==> config.mk <==
export PLATFORM = sky130hd
export DESIGN_NAME = stream_pkt_arbiter
export DESIGN_NICKNAME = d
export VERILOG_FILES = /design/src/rtl/stream_pkt_arbiter.sv
export SDC_FILE = /design/constraint.sdc
export NUM_CORES = 1
export LEC_CHECK = 0
export CAP_MARGIN = 0
export CORE_MARGIN = 1
export CORE_UTILIZATION = 28
export CTS_CLUSTER_DIAMETER = 30
export DETAILED_ROUTE_END_ITERATION = 10
export PLACE_DENSITY = 0.84
export SLEW_MARGIN = 5
export SYNTH_ARGS = -nofsm -noshare
export SYNTH_HDL_FRONTEND = slang
export SYNTH_SLANG_ARGS = --single-unit
==> constraint.sdc <==
create_clock -name clock -period 2.97 [get_ports clock]
set_input_delay 0.297 -clock clock [delete_from_list [all_inputs] [get_ports clock]]
set_output_delay 0.297 -clock clock [all_outputs]
set_load 0.01 [all_outputs]
==> src/rtl/stream_pkt_arbiter.sv <==
// Packet-granular weighted round-robin arbiter/mux for valid/ready streams.
// An owner keeps the downstream port from grant until its last beat, for up to quota packets in a row.
module stream_pkt_arbiter #(
   parameter int nReq   = 4,
   parameter int wBits  = 4,
   parameter int dWidth = 32
) (
   input  logic                      clock,
   input  logic                      reset,
   input  logic [nReq-1:0]           i_in_valid,
   input  logic [nReq-1:0]           i_in_last,
   input  logic [nReq*dWidth-1:0]    i_in_data,
   output logic [nReq-1:0]           o_in_ready,
   output logic                      o_out_valid,
   output logic                      o_out_last,
   output logic [dWidth-1:0]         o_out_data,
   input  logic                      i_out_ready,
   output logic [nReq-1:0]           o_grant,
   output logic [$clog2(nReq)-1:0]   o_grant_idx,
   input  logic [nReq*wBits-1:0]     i_quota,
   output logic [0:0]                o_dbg_state,
   output logic [$clog2(nReq)-1:0]   o_dbg_ptr,
   output logic [wBits-1:0]          o_dbg_run_cnt
);

   localparam int IW = $clog2(nReq);

   localparam logic [0:0] ST_IDLE = 1'b0;
   localparam logic [0:0] ST_BUSY = 1'b1;

   // Handshake: a beat moves on a rising edge where valid && ready are both high.
   // Valid never waits on ready; only the owner sees ready, and nobody does while reset is high.

   logic [0:0]       r_state;
   logic [nReq-1:0]  r_grant;
   logic [IW-1:0]    r_ptr;
   logic [wBits-1:0] r_run_cnt;

   logic             w_found;
   logic [IW-1:0]    w_win_idx;
   logic [IW-1:0]    w_owner_idx;
   logic             w_busy;
   logic             w_own_valid;
   logic             w_own_last;
   logic [dWidth-1:0] w_own_data;
   logic [wBits-1:0] w_own_quota;
   logic [wBits:0]   w_quota_eff;
   logic [wBits:0]   w_run_inc;
   logic             w_run_done;
   logic [IW-1:0]    w_ptr_adv;
   logic             w_pkt_end;

   function automatic logic [IW-1:0] wrap_add(input logic [IW-1:0] base, input int k);
      int s;
      s = int'(base) + k;
      if (s >= nReq) s = s - nReq;
      return IW'(s);
   endfunction

   // Scan from the highest offset down so the offset nearest ptr wins.
   always_comb begin
      w_found   = 1'b0;
      w_win_idx = '0;
      for (int k = nReq - 1; k >= 0; k--) begin
         if (i_in_valid[wrap_add(r_ptr, k)]) begin
            w_found   = 1'b1;
            w_win_idx = wrap_add(r_ptr, k);
         end
      end
   end

   always_comb begin
      w_owner_idx = '0;
      w_own_valid = 1'b0;
      w_own_last  = 1'b0;
      w_own_data  = '0;
      w_own_quota = '0;
      for (int i = 0; i < nReq; i++) begin
         if (r_grant[i]) begin
            w_owner_idx = IW'(i);
            w_own_valid = i_in_valid[i];
            w_own_last  = i_in_last[i];
            w_own_data  = i_in_data[i*dWidth +: dWidth];
            w_own_quota = i_quota[i*wBits +: wBits];
         end
      end
   end

   assign w_busy = (r_state == ST_BUSY) && (|r_grant) && !reset;

   assign o_out_valid = w_busy && w_own_valid;
   assign o_out_last  = w_busy && w_own_last;
   assign o_out_data  = w_busy ? w_own_data : '0;
   assign o_in_ready  = w_busy ? (r_grant & {nReq{i_out_ready}}) : '0;

   assign o_grant       = r_grant;
   assign o_grant_idx   = w_owner_idx;
   assign o_dbg_state   = r_state;
   assign o_dbg_ptr     = r_ptr;
   assign o_dbg_run_cnt = r_run_cnt;

   assign w_pkt_end = o_out_valid && i_out_ready && o_out_last;

   // Widened by one bit so run_cnt + 1 can never wrap; a zero quota counts as one.
   assign w_quota_eff = (w_own_quota == '0) ? (wBits+1)'(1) : {1'b0, w_own_quota};
   assign w_run_inc   = {1'b0, r_run_cnt} + (wBits+1)'(1);
   assign w_run_done  = (w_run_inc >= w_quota_eff);
   assign w_ptr_adv   = (w_owner_idx == IW'(nReq - 1)) ? '0 : w_owner_idx + IW'(1);

   always_ff @(posedge clock) begin
      if (reset) begin
         r_state   <= ST_IDLE;
         r_grant   <= '0;
         r_ptr     <= '0;
         r_run_cnt <= '0;
      end else begin
         case (r_state)
            ST_IDLE: begin
               if (w_found) begin
                  r_state <= ST_BUSY;
                  r_grant <= {{(nReq-1){1'b0}}, 1'b1} << w_win_idx;
                  if (w_win_idx != r_ptr) r_run_cnt <= '0;
               end
            end
            ST_BUSY: begin
               if (w_pkt_end) begin
                  r_state <= ST_IDLE;
                  r_grant <= '0;
                  if (w_run_done) begin
                     r_ptr     <= w_ptr_adv;
                     r_run_cnt <= '0;
                  end else begin
                     r_ptr     <= w_owner_idx;
                     r_run_cnt <= w_run_inc[wBits-1:0];
                  end
               end
            end
            default: begin
               r_state <= ST_IDLE;
               r_grant <= '0;
            end
         endcase
      end
   end

endmodule

* Word level (Yosys, flattened, before mapping)
Index checks and enable logic that the tools add are counted.
Word-level totals: word-level logic and storage cells 97, bits of input ports 155, output and inout port bits 51, register bits after elaboration 11
Cells by class: equality and inequality tests 5, add/subtract/negate cells 9, shifts and indexed selects 1, $lt $le $gt $ge 9, mux-type cells 55, bitwise operators 2, reduce and logical (&&, ||, !) cells 12
Operator list (count):
- 32-bit 2-to-1 mux | 5
- 4-bit 2-to-1 mux | 12
- 2-bit 2-to-1 mux | 12
- 1-bit 2-to-1 mux | 19
- 4-bit one-hot mux with 2 select lines | 2
- 2-bit by 3-bit < comparator with 1-bit output, second input constant | 4
- 3-bit >= comparator, second input constant | 3
- 1-bit binary-select mux with 2-bit select | 4
- 2-bit by 1-bit subtractor with 2-bit output, second input constant | 4
- 2-bit by 2-bit adder with 3-bit output, second input constant | 2
- 1-bit logical AND | 6
- 4-bit by 1-bit adder with 5-bit output, second input constant | 1
- 5-bit by 4-bit >= comparator with 1-bit output | 1
- 4-bit AND | 1
- 4-bit zero test | 1
- 2-bit != test, second input constant | 2
- 2-bit AND reduction | 2
- 4-bit OR reduction | 1
- 1-bit by 2-bit << shifter with 4-bit output, first input constant | 1
- 2-bit by 1-bit adder with 3-bit output, second input constant | 1
- 2-bit by 3-bit >= comparator with 1-bit output, second input constant | 1
- 3-bit AND reduction | 1
- 2-bit by 1-bit adder with 2-bit output, second input constant | 1
- 2-bit equality test, second input constant | 1
- other kinds (5) | 5

* Longest topological paths before layout
depth in word-level cells 13, gate-level depth with buffers 13

* Worst setup path before layout
No wires, ideal clock.
path kind register -> register, start register r_grant[0], in the netlist o_grant[0], end register r_ptr[1], in the netlist o_dbg_ptr[1], stages on the path, launching flop included 13, arrival 2.549 ns, library setup time 0.117 ns, path slack 0.304 ns, cell sequence dfxtp_1 > nor2b_4 > buf_4 > a221oi_1 > nor3_1 > a21oi_1 > a31o_2 > ha_1 > nand2b_1 > a211oi_1 > o21ai_0 > a21o_1 > a32o_1
On the way: cells in the longest elaborated chain, start to end 8, elaborated cells on any way between the ends 24
RTL lines:
- start: declaration | RTL line 35 | logic [nReq-1:0] r_grant;
- start signal: assignment | RTL line 121 | r_grant <= {{(nReq-1){1'b0}}, 1'b1} << w_win_idx;
- 4-bit 2-to-1 mux / 1-bit 2-to-1 mux (equally long branches) (4 in series) | RTL line 79 | if (r_grant[i]) begin
- 4-bit zero test / 1-bit logical AND (equally long branches) | RTL line 105, 91
- 4-bit 2-to-1 mux / 1-bit logical AND (equally long branches) | RTL line 105, 102
- 5-bit by 4-bit >= comparator with 1-bit output / 1-bit logical AND (equally long branches) | RTL line 107, 102
- 2-bit 2-to-1 mux / 2-bit AND reduction (equally long branches)
- end signal: assignment | RTL line 130 | r_ptr <= w_ptr_adv;
- end signal: assignment | RTL line 133 | r_ptr <= w_owner_idx;
- end: declaration | RTL line 36 | logic [IW-1:0] r_ptr;
Parallel ways exist; a longest one is shown, timed or not. A chain may end at the register's enable or synchronous reset.

* Worst setup path after layout
start register r_grant[1], in the netlist o_grant[1], end register r_ptr[1], in the netlist o_dbg_ptr[1]
On the way: cells in the longest elaborated chain, start to end 7, elaborated cells on any way between the ends 27
RTL lines (RTL line):
- 4-bit 2-to-1 mux (tied with other cells) (3 in series) | 79
- 4-bit zero test / 1-bit logical AND (equally long branches) | 105, 91
- 4-bit 2-to-1 mux / 1-bit logical AND (equally long branches) | 105, 102
- 5-bit by 4-bit >= comparator with 1-bit output / 1-bit logical AND (equally long branches) | 107, 102
- 2-bit 2-to-1 mux / 2-bit AND reduction (equally long branches)
Parallel ways exist; a longest one is shown, timed or not.

==> run_summary.xml <==
<?xml version="1.0" encoding="UTF-8"?>
<metrics>
  <group name="timing">
    <metric name="drv_slew" unit="">0</metric>
    <metric name="setup_repair_after_global_routing_missed_its_margin" unit="">no</metric>
    <metric name="timing.max_slew.rel_slack" unit="%">67.86</metric>
    <metric name="clock.fmax" unit="MHz">355.4</metric>
    <metric name="hold_viol_final" unit="">0</metric>
    <metric name="min_period_over_period" unit="%">94.74</metric>
    <metric name="finClkSkew" unit="ns">0.005471</metric>
    <metric name="setup_total_negative_slack" unit="ns">0</metric>
    <metric name="timing.final.setup_violations" unit="">0</metric>
    <metric name="worst-slew-pin-transition" unit="ns">0.4760</metric>
    <metric name="timing.final.crit_period" unit="ns">2.814</metric>
  </group>
  <group name="global_routing">
    <metric name="groute.usage.overall" unit="%">25.84</metric>
    <metric name="initial_antenna_violation_count" unit="">0</metric>
    <metric name="grt_overflow" unit="">0</metric>
    <metric name="grt_pass1_wl" unit="mm">13.49</metric>
    <metric name="grt_start_max_net_pins" unit="">38</metric>
    <metric name="first_global_vias" unit="">2697</metric>
  </group>
  <group name="routing">
    <metric name="route.top_layer_used" unit="">met4</metric>
    <metric name="wl" unit="mm">9.875</metric>
    <metric name="drt-pass1-iter-count" unit="">4</metric>
    <metric name="count_of_nets_left_with_antenna_violations_after_detail_routing" unit="">0</metric>
    <metric name="met3WireLength" unit="mm">1.220</metric>
    <metric name="met1_length" unit="mm">3.709</metric>
    <metric name="viasPerCell" unit="">5.788</metric>
    <metric name="detailed_router_s_first_iteration_violation_count" unit="">152</metric>
    <metric name="post-route-drc-count" unit="">0</metric>
    <metric name="met2_wirelength" unit="mm">4.766</metric>
    <metric name="route.vias.total" unit="">2946</metric>
    <metric name="avgRoutedWirePerCell" unit="um">19.40</metric>
  </group>
  <group name="logic_synthesis">
    <metric name="synth_adder_area_share" unit="%">3.458</metric>
    <metric name="synth_enable_flop_cells" unit="">0</metric>
    <metric name="most_repeated_cell_in_the_gate_level_netlist_after_synthesis" unit="">sky130_fd_sc_hd__nor3_1</metric>
    <metric name="synth_simple_gate_area_share" unit="%">23.93</metric>
    <metric name="synth-xor-area-share" unit="%">1.452</metric>
    <metric name="muxShareOfSynthArea" unit="%">2.766</metric>
    <metric name="synth_compound_gate_area_share" unit="%">47.03</metric>
    <metric name="syn_nets" unit="">403</metric>
    <metric name="portion_of_synthesized_cell_area_occupied_by_the_leading_cell_type" unit="%">16.94</metric>
    <metric name="avgSynthCellArea" unit="um2">7.445</metric>
    <metric name="synth_area_leaders" unit="">sky130_fd_sc_hd__a221oi_1 (17%), sky130_fd_sc_hd__dfxtp_1 (12%), sky130_fd_sc_hd__o22ai_1 (12%)</metric>
    <metric name="synth.ff_latch_count" unit="">11</metric>
    <metric name="asyncSetResetFlopFracSynth" unit="%">0</metric>
    <metric name="syn_inst" unit="">243</metric>
    <metric name="synth.distinct_cells" unit="">55</metric>
    <metric name="yosysWarnings" unit="">0</metric>
    <metric name="synth_seq_area_share" unit="%">12.17</metric>
    <metric name="cell_area_synth" unit="mm2">0.001809</metric>
    <metric name="dominantRegCellSynth" unit="">sky130_fd_sc_hd__dfxtp_1</metric>
    <metric name="synth.top_cells.by_count" unit="">sky130_fd_sc_hd__nor3_1 (39), sky130_fd_sc_hd__a221oi_1 (35), sky130_fd_sc_hd__o22ai_1 (34)</metric>
    <metric name="post-synth-top-area-cell" unit="">sky130_fd_sc_hd__a221oi_1</metric>
    <metric name="synth_top_family_by_area" unit="">compound AO/OA/AOI/OAI gates</metric>
  </group>
  <group name="flow_run">
    <metric name="drv_cap" unit="">0</metric>
  </group>
  <group name="critical_path">
    <metric name="depth_of_the_worst_register_to_register_path" unit="">11</metric>
    <metric name="crit_slowest_cell" unit="">sky130_fd_sc_hd__dfxtp_2</metric>
    <metric name="critical_path_endpoint_category" unit="">flip-flop</metric>
    <metric name="critPathArrivalTime" unit="ns">2.94</metric>
    <metric name="worstPathCellList" unit="">nor2b_4 -&gt; a221oi_1 -&gt; nor3_1 -&gt; a21oi_1 -&gt; a31o_2 -&gt; ha_1 -&gt; nand2b_1 -&gt; a211oi_1 -&gt; o21ai_0 -&gt; a21o_1 -&gt; a32o_1</metric>
    <metric name="timing.critical_path.required" unit="ns">3.10</metric>
    <metric name="setup.worst_path.class" unit="">reg2reg</metric>
    <metric name="crit_path_max_fanout" unit="">15</metric>
    <metric name="max_stage_delay" unit="ns">0.52</metric>
    <metric name="setup.worst_path.start_class" unit="">flip-flop</metric>
  </group>
  <group name="floorplanning">
    <metric name="core_area" unit="mm2">0.006061</metric>
    <metric name="core.rowCount" unit="">28</metric>
    <metric name="dieHeight" unit="um">82.39</metric>
    <metric name="top_level_port_count" unit="">206</metric>
    <metric name="fp.dieW" unit="um">82.39</metric>
    <metric name="design.die.area" unit="mm2">0.006787</metric>
    <metric name="starting_density_of_the_core" unit="%">29.85</metric>
  </group>
  <group name="power">
    <metric name="pwr_density_cell" unit="mW/mm2">178.8</metric>
    <metric name="leak" unit="nW">1.331</metric>
    <metric name="vdd.ir_drop.worst" unit="mV">0.3099</metric>
    <metric name="fin_total_pwr" unit="mW">0.7056</metric>
  </group>
  <group name="finish">
    <metric name="areaGrowthSynthToFinish" unit="%">118.1</metric>
    <metric name="nNetsFinal" unit="">595</metric>
    <metric name="register_area" unit="um2">222.7</metric>
    <metric name="fin_cells" unit="">509</metric>
    <metric name="num-fill-cells" unit="">524</metric>
    <metric name="share_of_post_route_cells_with_drive_strength_above_1" unit="%">7.604</metric>
    <metric name="multi_input_area" unit="mm2">0.001423</metric>
    <metric name="finalInstanceArea" unit="mm2">0.003946</metric>
    <metric name="antenna_cells_inserted" unit="">0</metric>
  </group>
  <group name="place">
    <metric name="numPortBuffers" unit="">205</metric>
    <metric name="hpwl" unit="mm">7.661</metric>
    <metric name="place_inst" unit="">505</metric>
    <metric name="dpl_cell_area" unit="mm2">0.003892</metric>
    <metric name="gp_weighted_congestion" unit="">0.9091</metric>
  </group>
  <group name="clock_network">
    <metric name="clock_latency_on_the_worst_skew_pair" unit="ns">0.24</metric>
    <metric name="cts-buffers-inserted" unit="">3</metric>
    <metric name="clock-sinks" unit="">11</metric>
    <metric name="cts_tree" unit="">yes</metric>
    <metric name="cts-root-buf" unit="">sky130_fd_sc_hd__clkbuf_8</metric>
    <metric name="hold_buffers" unit="">0</metric>
    <metric name="cts_htree_levels" unit="">1</metric>
    <metric name="clk_pin_slew" unit="ns">0.05</metric>
    <metric name="cts_max_path_buffers" unit="">2</metric>
  </group>
  <group name="run_status">
    <metric name="status" unit="">completed</metric>
  </group>
  <group name="hold_path">
    <metric name="worstHoldPathCells" unit="">2</metric>
    <metric name="type_of_the_tightest_min_delay_check" unit="">reg2reg</metric>
  </group>
</metrics>
[flip-flops by register name (all words and copies together), names as in the netlist]
name and flops:
o_grant 4, o_dbg_run_cnt 4, o_dbg_ptr 2, o_dbg_state 1
[worst paths after layout]
path                    start          endpoint  slack (ns)
max reg2reg        o_grant[1]      o_dbg_ptr[1]        0.16
min reg2reg  o_dbg_run_cnt[3]  o_dbg_run_cnt[3]        0.51
min          o_dbg_run_cnt[3]  o_dbg_run_cnt[3]        0.51
max                o_grant[1]      o_dbg_ptr[1]        0.16
[where the power goes]
group | switching, mW | internal, mW
logic | 0.138 | 0.263
clock network | 0.0529 | 0.0939
registers | 0.00702 | 0.151
total | 0.198 | 0.508
[layout make-up]
| class | count | share of cell area, % |
|---|---|---|
| clock buffer | 4 | 1.141 |
| multi-input combinational | 198 | 36.05 |
| sequential | 11 | 5.644 |
| timing repair buffer | 215 | 54.09 |
| inverter | 6 | 0.6975 |
| tap | 75 | 2.378 |
[layer usage]
layer  vias up  GRT usage [%]
met5         -              0
met4         0          4.912
met3        14          8.681
met2       151          44.21
met1      1392          31.35
li1       1389              -
[cell families (layout without fill, tap and decap cells)]
kind of cell / Yosys count / after routing
adders and majority gates: 5 / 5
DFF: 11 / 11
and+or+nand+nor: 79 / 79
muxes: 4 / 4
buffers and inverters: 34 / 225
xor gates and xnor gates: 3 / 3
AOI/OAI and AO/OA: 107 / 107
[metrics by stage]
| step | setup WS (ns) | utilization [%] | hold slack, ns |
|---|---|---|---|
| after global routing | 0.01755 | 65.11 | 0.5579 |
| after global placement | 0.1981 | 64.22 | 0.4873 |
| final | 0.1562 | 65.11 | 0.5133 |
| after detailed placement | 0.06555 | 64.22 | 0.5091 |
| after CTS | 0.02515 | 64.97 | 0.5157 |
| after floorplan | 0.3035 | - | 0.4756 |
[timing repair]
item                                    in CTS  in global routing
setup buffers                                0                  0
resized for setup                            0                  3
endpoints found under the setup margin       0                  9
[cell usage in the layout, fill, tap and decap left out, types with 5 or more instances in the layout]
cell	count
sky130_fd_sc_hd__nor3_1	39
sky130_fd_sc_hd__a21oi_1	6
sky130_fd_sc_hd__dfxtp_1	9
sky130_fd_sc_hd__nand2_1	8
sky130_fd_sc_hd__clkdlybuf4s50_1	205
sky130_fd_sc_hd__ha_1	5
sky130_fd_sc_hd__a221oi_1	35
sky130_fd_sc_hd__o22ai_1	34
sky130_fd_sc_hd__nor2_1	8
sky130_fd_sc_hd__buf_4	8
[worst max-delay path, delay by kind of cell (launching register included)]
kind,cells,cell delay [ns]
and+or+nand+nor,3,0.33
AOI/OAI and AO/OA,7,1.64
DFF,1,0.52
adders and majority gates,1,0.21
Note: power is estimated with default switching activity, not from simulation.
